### config.mk
export PLATFORM = sky130hd
export DESIGN_NAME = pipe_ctrl
export DESIGN_NICKNAME = d
export VERILOG_FILES = /design/src/rtl/pipe_ctrl.sv
export SDC_FILE = /design/constraint.sdc
export NUM_CORES = 1
export LEC_CHECK = 0
export CAP_MARGIN = 20
export CORE_UTILIZATION = 35
export DETAILED_ROUTE_END_ITERATION = 8
export GPL_ROUTABILITY_DRIVEN = 0
export GPL_TIMING_DRIVEN = 0
export PLACE_DENSITY = 0.66
export SETUP_SLACK_MARGIN = 0.3
export SKIP_CTS_REPAIR_TIMING = 1
export SLEW_MARGIN = 10
export SYNTH_ARGS = -nofsm -noshare
export SYNTH_HDL_FRONTEND = slang
export SYNTH_SLANG_ARGS = --single-unit
### constraint.sdc
create_clock -name Clk -period 5.2 [get_ports Clk]
set_input_delay 0.78 -clock Clk [delete_from_list [all_inputs] [get_ports Clk]]
set_output_delay 0.78 -clock Clk [all_outputs]
set_load 0.01 [all_outputs]
### src/rtl/pipe_ctrl.sv
// pipe_ctrl: hazard / stall / flush controller for a five-stage pipeline.
// Generates the stage-register load enables and bubble flushes. It also
// keeps saturating stall and flush performance counters.
// Build option: define PIPE_CTRL_FWD_EN when the datapath has full
// forwarding. Then only a load-use hazard in EX stalls, for one bubble.
//
// state | meaning
// ------+----------------------------------------------------------
// RUN   | normal issue; hazards, branches and jumps evaluated here
// STALL | remaining data-hazard bubbles being inserted (Wait_Cnt)
// MWAIT | pipe frozen by Mem_Busy; the interrupted state is saved
module pipe_ctrl (
  input  logic        Clk,
  input  logic        Rst,
  input  logic [4:0]  ID_Rs,
  input  logic [4:0]  ID_Rt,
  input  logic        ID_UseRt,
  input  logic [4:0]  E_WReg,
  input  logic        E_RegWr,
  input  logic        E_MemRd,
  input  logic [4:0]  M_WReg,
  input  logic        M_RegWr,
  input  logic        E_BrTaken,
  input  logic        ID_Jump,
  input  logic        Mem_Busy,
  output logic        PC_En,
  output logic        IF_ID_En,
  output logic        ID_Ex_En,
  output logic        Ex_Mem_En,
  output logic        IF_ID_Flush,
  output logic        ID_Ex_Flush,
  output logic [15:0] Stall_Cnt,
  output logic [15:0] Flush_Cnt,
  output logic [1:0]  State
);

  typedef enum logic [1:0] {
    RUN    = 2'd0,
    STALL  = 2'd1,
    MWAIT  = 2'd2,
    UNUSED = 2'd3
  } state_t;

  state_t     state_q, state_d, saved_q, saved_d, eval_st;
  logic [1:0] wait_q, wait_d;
  logic [1:0] bubbles;
  logic       haz_ex;
  logic       stall_inc, flush_inc;

  assign haz_ex = E_RegWr && (E_WReg != 5'd0) &&
                  ((E_WReg == ID_Rs) || (ID_UseRt && (E_WReg == ID_Rt)));

`ifdef PIPE_CTRL_FWD_EN
  // Forwarding covers everything except a load whose data is not yet back.
  assign bubbles = (haz_ex && E_MemRd) ? 2'd1 : 2'd0;
`else
  logic haz_mem;
  logic unused_memrd;
  assign unused_memrd = E_MemRd;
  assign haz_mem = M_RegWr && (M_WReg != 5'd0) &&
                   ((M_WReg == ID_Rs) || (ID_UseRt && (M_WReg == ID_Rt)));
  // Without forwarding the consumer waits until the producer has written back.
  assign bubbles = haz_ex ? 2'd2 : (haz_mem ? 2'd1 : 2'd0);
`endif

  // Next-state, enables and flushes, with reset forcing a safe bubble pattern.
  always_comb begin
    PC_En       = 1'b1;
    IF_ID_En    = 1'b1;
    ID_Ex_En    = 1'b1;
    Ex_Mem_En   = 1'b1;
    IF_ID_Flush = 1'b0;
    ID_Ex_Flush = 1'b0;
    state_d     = RUN;
    saved_d     = saved_q;
    wait_d      = wait_q;
    stall_inc   = 1'b0;
    flush_inc   = 1'b0;

    // On leaving MWAIT the saved state acts for this cycle. Bad encodings fall back to RUN.
    eval_st = (state_q == MWAIT) ? saved_q : state_q;
    if (eval_st != STALL) eval_st = RUN;

    if (Mem_Busy) begin
      PC_En     = 1'b0;
      IF_ID_En  = 1'b0;
      ID_Ex_En  = 1'b0;
      Ex_Mem_En = 1'b0;
      state_d   = MWAIT;
      saved_d   = eval_st;
    end else if (E_BrTaken) begin
      IF_ID_Flush = 1'b1;
      ID_Ex_Flush = 1'b1;
      wait_d      = 2'd0;
      flush_inc   = 1'b1;
    end else if (eval_st == STALL) begin
      PC_En       = 1'b0;
      IF_ID_En    = 1'b0;
      ID_Ex_Flush = 1'b1;
      stall_inc   = 1'b1;
      wait_d      = (wait_q == 2'd0) ? 2'd0 : wait_q - 2'd1;
      state_d     = (wait_q > 2'd1) ? STALL : RUN;
    end else if (bubbles != 2'd0) begin
      PC_En       = 1'b0;
      IF_ID_En    = 1'b0;
      ID_Ex_Flush = 1'b1;
      stall_inc   = 1'b1;
      wait_d      = bubbles - 2'd1;
      state_d     = (bubbles > 2'd1) ? STALL : RUN;
    end else if (ID_Jump) begin
      IF_ID_Flush = 1'b1;
    end

    if (Rst) begin
      PC_En       = 1'b0;
      IF_ID_En    = 1'b0;
      ID_Ex_En    = 1'b0;
      Ex_Mem_En   = 1'b0;
      IF_ID_Flush = 1'b1;
      ID_Ex_Flush = 1'b1;
    end
  end

  // State, saved state, bubble counter and saturating performance counters.
  always_ff @(posedge Clk or posedge Rst) begin
    if (Rst) begin
      state_q   <= RUN;
      saved_q   <= RUN;
      wait_q    <= 2'd0;
      Stall_Cnt <= 16'd0;
      Flush_Cnt <= 16'd0;
    end else begin
      state_q <= state_d;
      saved_q <= saved_d;
      wait_q  <= wait_d;
      if (stall_inc && (Stall_Cnt != 16'hFFFF)) Stall_Cnt <= Stall_Cnt + 16'd1;
      if (flush_inc && (Flush_Cnt != 16'hFFFF)) Flush_Cnt <= Flush_Cnt + 16'd1;
    end
  end

  assign State = state_q;

endmodule

Word-level counts from Yosys, hierarchy flattened

Cells that the tools add are included.

$add $sub $neg: 4
Magnitude comparators: 2
Equality and inequality tests: 9
Shift operators: 0
Muxes and demuxes: 36
$mul: 0
Divide/modulo/power cells: 0
Bitwise gates (word level): 1
Reductions and logical operators: 16

Operators by type and width:

| operator              | count |
|---|---|
| $add 16x1->16 const B | 2 |
| $ne 16x16->1 const B  | 2 |
| $mux 1                | 28 |
| $eq 5x5->1            | 4 |
| $mux 2                | 8 |
| $reduce_bool 5->1     | 2 |
| $logic_and 1x1->1     | 8 |
| $gt 2x1->1 const B    | 2 |
| $sub 2x1->2 const B   | 2 |
| $reduce_bool 3->1     | 1 |
| $eq 2x1->1 const B    | 1 |
| $eq 2x2->1 const B    | 1 |
| $logic_not 2->1       | 1 |
| $logic_or 1x1->1      | 2 |
| $ne 2x1->1 const B    | 1 |
| $reduce_and 2->1      | 1 |
| $reduce_bool 2->1     | 1 |
| $not 1->1             | 1 |

Memory bits (writable): 0
Latch bits: 0
Input bits: 29
Output and inout bits: 40
Register bits: 38
Memories kept: 0
ROM bits: 0
Logic and storage cells: 73

Longest topological paths before layout

Gate-level depths: netlist of run 1.

Word-level depth: 12
Gate-level depth with buffers: 7
Gate-level depth less buffers: 6

Worst setup path before layout of run 1

OpenSTA, ideal clock, no wires.

Kind: input to output
Start point: input port E_WReg[1]
End point: output port IF_ID_Flush
Arrival: 2.149 ns
Cell stages on the path: 5
Data required time: 4.420 ns
Buffers on the path: 1
Setup slack: 2.271 ns
Path through: or4_1 > o21a_1 > o2bb2ai_4 > buf_6 > o311ai_2

Word-level cells in the longest chain between the ends: 11
Elaborated cells between the ends (all ways): 14
Classes of those cells: 2 x eq/ne; 6 x mux; 6 x reduce/logical

Ends and longest elaborated chain:

| element               | line | RTL |
|---|---|---|
| start: declaration    | 18   | `input logic [4:0] E_WReg,` |
| $eq 5x5->1            | 51   | `((E_WReg == ID_Rs) \|\| (ID_UseRt && (E_WReg == ID_Rt)));` |
| $logic_and 1x1->1     | 51   |  |
| $logic_or 1x1->1      | 51   |  |
| $logic_and 1x1->1 (*) | 50   | `assign haz_ex = E_RegWr && (E_WReg != 5'd0) &&` |
| $mux 2 (*)            | 63   | `assign bubbles = haz_ex ? 2'd2 : (haz_mem ? 2'd1 : 2'd0);` |
| $reduce_bool 2->1 (*) | 103  | `end else if (bubbles != 2'd0) begin` |
| $mux 1 (*)            | 103  |  |
| $mux 1 (*)            | 96   | `end else if (eval_st == STALL) begin` |
| $mux 1 (*)            | 91   | `end else if (E_BrTaken) begin` |
| $mux 1 (*)            | 84   | `if (Mem_Busy) begin` |
| $mux 1 (*)            | 114  | `if (Rst) begin` |
| end: declaration      | 30   | `output logic IF_ID_Flush,` |

Every way passes the cells marked *; elsewhere a longest branch is shown, timed or not.

Final worst setup path of run 1

Same ends and word-level chain as after synthesis.

==> results.md, run 1 <==
* Synth Area in Compound Gates at between 10% and 20%
* Die boundary width at between 80 and 90 µm
* Remaining DRCs at 0
* EDFF count, synth at 0
* WP data required at roughly 4.4 ns
* Wirelength per Cell at 13.6 µm
* Synth Cell Area at 2200 µm²
* I/O Buffers at 67
* Total power at roughly 0.00084 W
* R2R cell count at 6
* #FFs+latches synth at 38
* Yosys cell types at between 40 and 50
* Clk buf depth at 2
* Synth Net Count at 241
* Gr usage total at about 16%
* Sequential area share after synthesis at between 40% and 50%
* Clk sinks at 38
* Synth-to-layout area growth at 40.0%
* Final Cycle Share at 77.1%
* Post-synth top flop: dfrtp_1
* Syn avg cell area at 10.5 µm²
* Vias in the first global route at 1744
* Dpl cell area at just under 3000 µm²
* Reg2Reg Launch Point: Flush_Cnt[0]$_DFFE_PP0P_
* Final core utilization at between 50% and 60%
* Synth Area in Simple Gates at approximately 17%
* Leakage power at 1.25 nW
* Share of layout cells above drive strength 1 at around a tenth
* Main combinational cell family by area after synthesis: XOR/XNOR gates
* Number of H-tree levels at 2
* Die footprint at around 6600 µm²
* I/O pins at between 60 and 70
* Grt ovf at 0
* Die Y at slightly above 80 µm
* Pin count of the biggest net entering global routing at 27
* CP endpoint kind: output pin
* Worst-margin pin slew at 0.625 ns
* Max Cap Viol at 0
* # diodes at 0
* DP HPWL at about 3700 µm
* Hold WC Path Type: flip-flop to flip-flop
* Area of the core at ~6000 µm²
* Startpoint Class: input pin
* Initial Util at a little under two fifths
* Worst hold stages at 1
* Num CTS Buffers at 5
* Routed Antenna Nets at 0
* Critical path type: input pin to output pin
* Final worst slack at approximately 1.2 ns
* CTS root buffer: clkbuf_8
* Worst-path clk slew at roughly 0.070 ns
* Pre-CTS WS at 1.19 ns
* Adder-Cell Fraction of Synth Area at under 10%
* Final nets at 316
* Syn Inst Count at 210
* Peak supply drop at between 0.0002 and 0.00025 V
* Relative slew slack at between 50 and 60%
* Routed vias/inst at about 5
* Starting DRT DRC Count at 47
* Mux contribution to synthesized area at under 10%
* Final setup vio count at 0
* CTS tree: yes
* Min Clock Period, post-route at 4.01 ns
* Slew Limit Fails at 0
* Worst r2r dst: Flush_Cnt[14]$_DFFE_PP0P_
* RSZ-0062 raised after global routing: false
* Clk Latency, worst-skew pair at a little under 0.3 ns
* Global-route wire length before repair at 8110 µm
* PwrDens at about 270 nW/µm²
* Hold Fails Final Rpt at 0
* Skew final at about 0.0075 ns
* Total negative slack at 0 ns
* Vias at 1810
* Final wirelength at around 4900 µm
* Pre-antenna DRT Iters at 4
* Antenna violations before repair at 0
* Maximum clock rate at around 0.25 GHz
* Fin area at 3080 µm²
* Rows at 28
* YS warnings at 0
* Hold Crit Start: Stall_Cnt[8]$_DFFE_PP0P_
* Synth Area in XOR/XNOR at 19.9%
* Status: finished, final reports clean
* Worst-path fanout max at 10
* Flop2flop setup slack at ~3.2 ns
* Synth async-reset ratio at between 90% and 100%
* Crit path DAT at ~3.2 ns
* Worst Hold Path EP: Stall_Cnt[8]$_DFFE_PP0P_
==> worst max-delay path, cell delays in order <==
cell and delay [ns]:
clkdlybuf4s50_1 0.47, or4_1 0.54, o21a_1 0.23, o2bb2ai_4 0.18
buf_6 0.18, o311ai_2 0.26, clkdlybuf4s50_1 0.58
==> placed cells by master (no fill, tap or decap), types with 2 or more instances in the layout <==
master           Yosys  final
a21oi_1              3      3
and2_1               3      3
and3_1              11     11
and4_1               2      2
buf_4                2      2
clkbuf_1             5      5
clkbuf_8             0      6
clkdlybuf4s50_1      0     67
dfrtp_1             38     38
ha_1                 2      2
inv_1                6      5
mux2_2               2      2
nand2_1             11     11
nand2b_1             2      2
nand3_1              7      7
nand4_1              8      8
nor2_1              12     12
nor2b_1              2      2
nor3_1               4      4
nor4_1               3      3
o2111ai_1            3      3
o211ai_1             3      3
o211ai_2             8      8
o21a_1               3      3
o21ai_0              3      3
or4_1                2      2
xnor2_1             37     37
xor2_1              13     13
==> cells in the mapped netlist, drive strengths merged, types with 2 or more instances <==
master	instances	area share, %
nor3	4	0.91
a21oi	4	1.1
xor2	13	5.2
mux2	2	1.0
or4	2	0.68
clkbuf	5	0.85
nand2b	2	0.57
ha	2	1.1
inv	6	1.0
nand3	7	1.6
nor4	3	0.85
buf	4	1.4
xnor2	37	15
o21ai	5	1.3
nor2	12	2.0
and2	3	0.85
o211ai	11	5.6
nand4	8	2.3
o21a	3	1.0
o2111ai	3	1.2
and4	2	0.80
nand2	11	1.9
nor2b	2	0.57
dfrtp	38	43
and3	11	3.1
==> flip-flops by register name, summed over array words and instances, names as in the netlist <==
| signal | count |
|---|---|
| saved_q | 2 |
| Stall_Cnt | 16 |
| wait_q | 2 |
| Flush_Cnt | 16 |
| State | 2 |
==> worst max-delay path by stage <==
| stage | cells after the start | startpoint | end | slack [ns] |
|---|---|---|---|---|
| 4_1_cts | 7 | E_WReg[1] | IF_ID_Flush | 1.18 |
| 5_1_grt | 9 | M_WReg[3] | ID_Ex_Flush | 1.06 |
| 3_5_place_dp | 7 | E_WReg[1] | IF_ID_Flush | 1.19 |
| 2_1_floorplan | 5 | E_WReg[1] | IF_ID_Flush | 2.27 |
| 6_report | 7 | E_WReg[1] | IF_ID_Flush | 1.19 |
| 3_3_place_gp | 9 | ID_Rt[3] | ID_Ex_Flush | 1.15 |
==> where the power goes <==
group	switching (W)	internal, W
combinational	0.000104	0.000140
sequential	0.0000499	0.000333
clock	0.000103	0.000107
total	0.000257	0.000580
==> cell families (layout without fill, tap and decap cells) <==
group / after synthesis / count (layout)
and+or+nand+nor: 70 / 70
xor gates and xnor gates: 50 / 50
DFF: 38 / 38
AOI/OAI and AO/OA: 33 / 33
buffers and inverters: 15 / 91
adders and majority gates: 2 / 2
muxes: 2 / 2
==> metal layers <==
layer  vias to the layer above  GRT usage (%)  share of wire (%)
met5                         -              0                  0
met4                         0           5.71                1.8
met3                         7           3.26                5.4
met2                        43           25.3                 45
met1                       863           21.4                 47
li1                        897              -                  -
==> per-stage QoR <==
stage | std cells | hold slack [ns]
3_5_place_dp | 353 | 0.485
2_1_floorplan | 210 | 0.456
5_1_grt | 361 | 0.522
4_1_cts | 361 | 0.497
6_report | 361 | 0.490
3_3_place_gp | 352 | 0.480
==> area by class of cell <==
type / instances / area [µm²]
plain buffers: 9 / 50.0
clock buffers: 6 / 82.6
clock inverters: 2 / 12.5
fillers: 564 / 2910
inverters: 6 / 22.5
multi-input cells: 157 / 1170
flip-flops and latches: 38 / 951
well taps: 75 / 93.8
repair buffers: 68 / 691
Note: power is estimated with default switching activity, not from simulation.
==> run 2, diff against run 1 <==
Clock period 5.2 ns to 3.7 ns, I/O delays scaled along.
==> run 2 against run 1 <==
  * Power up 41%
  * Sequential share of layout area decreased by 0.51 points
  * Worst setup slack worse by 0.92 ns
  * Clock power up 40%
  * Clock skew barely moved
  * Critical path type unchanged
  * Largest cell class unchanged
==> results.md, run 2 (synthesis gave the netlist of run 1 again) <==
* Status: finished, final reports clean
* Remaining DRCs at 0
* Skew final at about 0.0075 ns
* Share of layout cells above drive strength 1 at 12.1%
* CP endpoint kind: output pin
* Clk buf depth at 2
* Routed Antenna Nets at 0
* PwrDens at 377 nW/µm²
* Hold Fails Final Rpt at 0
* Wirelength per Cell at about 13 µm
* Peak supply drop at ~0.00032 V
* DP HPWL at approximately 3700 µm
* CP Buf/Inv Count at 4
* Die Y at a little over 80 µm
* Most common cell after layout, fill and taps aside: clkdlybuf4s50_1
* Fillers at 560
* Antenna violations before repair at 0
* Die footprint at 6600 µm²
* Vias in the first global route at between 1.5k and 2k
* Total negative slack at 0 ns
* Final setup vio count at 0
* Initial Util at a little under two fifths
* FF+latch area at roughly 950 µm²
* Gr usage total at between 10% and 20%
* WP data required at around 3.1 ns
* Final wirelength at 4910 µm
* Grt ovf at 0
* Clk sinks at 38
* CTS root buffer: clkbuf_8
* Max incr delay on CP at between 0.5 and 0.6 ns
* Worst-path fanout max at 6
* Slowest CP cell: or4_1
* Area of the multi-input gates at roughly 1200 µm²
* Hold WC Path Type: flip-flop to flip-flop
* Pin count of the biggest net entering global routing at 27
* Routed vias/inst at between 5 and 6
* I/O Buffers at 67
* Maximum clock rate at a little under 0.3 GHz
* Die boundary width at about 80 µm
* Startpoint Class: input pin
* RSZ-0062 raised after global routing: true
* Relative slew slack at 58.9%
* Top Registers: Flush_Cnt x16, Stall_Cnt x16
* Synth-to-layout area growth at 42.4%
* Clk Latency, worst-skew pair at a little under 0.3 ns
* Number of H-tree levels at 2
* # diodes at 0
* Slew Limit Fails at 0
* Min Clock Period, post-route at around 3.4 ns
* Crit path DAT at approximately 2.9 ns
* Pre-antenna DRT Iters at 4
* Num CTS Buffers at 5
* Most frequent cells in the layout: 61 x clkdlybuf4s50_1, 38 x dfrtp_1, 37 x xnor2_1
* Pre-CTS WS at ~0.14 ns
* Worst-path clk slew at ~0.07 ns
* Vias at 1826
* Max Cap Viol at 0
* Global-route wire length before repair at 8110 µm
* Area of the core at roughly 6000 µm²
* Final Cycle Share at between 90% and 100%
* CTS tree: yes
* Final core utilization at around 52%
* I/O pins at 69
* Final nets at 320
* Rows at 28
* Critical path type: input pin to output pin
* Leakage power at roughly 1.3 nW
* Starting DRT DRC Count at 69
* Family with the most delay on the worst path: buffers and inverters
* Final worst slack at about 0.27 ns
* Worst-margin pin slew at roughly 0.61 ns
* Worst path cell trace: clkdlybuf4s50_1 > or4_1 > o21ai_2 > o2bb2ai_4 > buf_4 > nor2_2 > o21a_1 > buf_4 > clkdlybuf4s50_1
[run 2: cell count changes in the layout (fill, tap and decap cells not counted), sizes merged]
cell / previous run / this run
clkdlybuf4s50: 67 / 61
buf: 5 / 9
dlymetal6s2s: 0 / 6
[run 2: through the flow]
| step | instances | power (W) | hold slack, ns | cell area (µm²) |
|---|---|---|---|---|
| final | 365 | 0.00118 | 0.491 | 3130 |
| after global placement | 352 | 0.000886 | 0.480 | 2960 |
| after floorplan | 210 | 0.000702 | 0.456 | 2200 |
| after CTS | 361 | 0.00119 | 0.497 | 3080 |
| after detailed placement | 353 | 0.000892 | 0.485 | 2980 |
| after global routing | 365 | 0.00125 | 0.522 | 3130 |
[run 2: path summary, 6_finish.rpt]
check | start | to | slack, ns | depth (start not counted)
min | Stall_Cnt[8]$_DFFE_PP0P_ | Stall_Cnt[8]$_DFFE_PP0P_ | 0.49 | 1
max in group asynchronous | Rst | Flush_Cnt[6]$_DFFE_PP0P_ | 2.68 | 3
max reg2reg | Flush_Cnt[0]$_DFFE_PP0P_ | Flush_Cnt[14]$_DFFE_PP0P_ | 1.67 | 6
min reg2reg | Stall_Cnt[8]$_DFFE_PP0P_ | Stall_Cnt[8]$_DFFE_PP0P_ | 0.49 | 1
min in group asynchronous | Rst | Stall_Cnt[0]$_DFFE_PP0P_ | 0.58 | 2
max | M_WReg[1] | PC_En | 0.27 | 9
[run 2: cell type report]
cell class                      count  share of cell area (%)
Multi-Input combinational cell    157                    37.7
Sequential cell                    38                    30.4
Timing Repair Buffer               72                    23.5
Tap cell                           75                    3.00
Clock buffer                        6                    2.64
Buffer                              9                    1.60
Inverter                            6                   0.720
Clock inverter                      2                   0.400
[run 2: metal layers]
layer | global-route usage, % | wire length (µm) | vias up
met5 | 0 | 0 | -
met3 | 3.26 | 271 | 7
li1 | - | - | 908
met2 | 25.3 | 2260 | 45
met4 | 5.71 | 88 | 0
met1 | 21.4 | 2290 | 866
[run 2: where the power goes]
group | switching, W | total [W] | leakage, nW | internal [W]
combinational | 0.000147 | 0.000346 | 0.784 | 0.000199
sequential | 0.0000701 | 0.000538 | 0.501 | 0.000468
clock | 0.000145 | 0.000294 | 0.0472 | 0.000150
total | 0.000361 | 0.00118 | 1.33 | 0.000817
[run 2: worst reg2reg max path, delay by kind of cell (launching register included)]
family / cells / cell delay, ns
flip-flops: 1 / 0.43
XOR/XNOR: 1 / 0.15
adder cells (fa/ha/maj): 1 / 0.23
AND/OR/NAND/NOR: 4 / 1.13
==> run 3, diff against run 2 <==
Settings changed: CAP_MARGIN 20 to default, TNS_END_PERCENT from default to 100.
==> results of run 3 <==
Same layout as run 2: the final DEF is identical, and so are final timing and power.
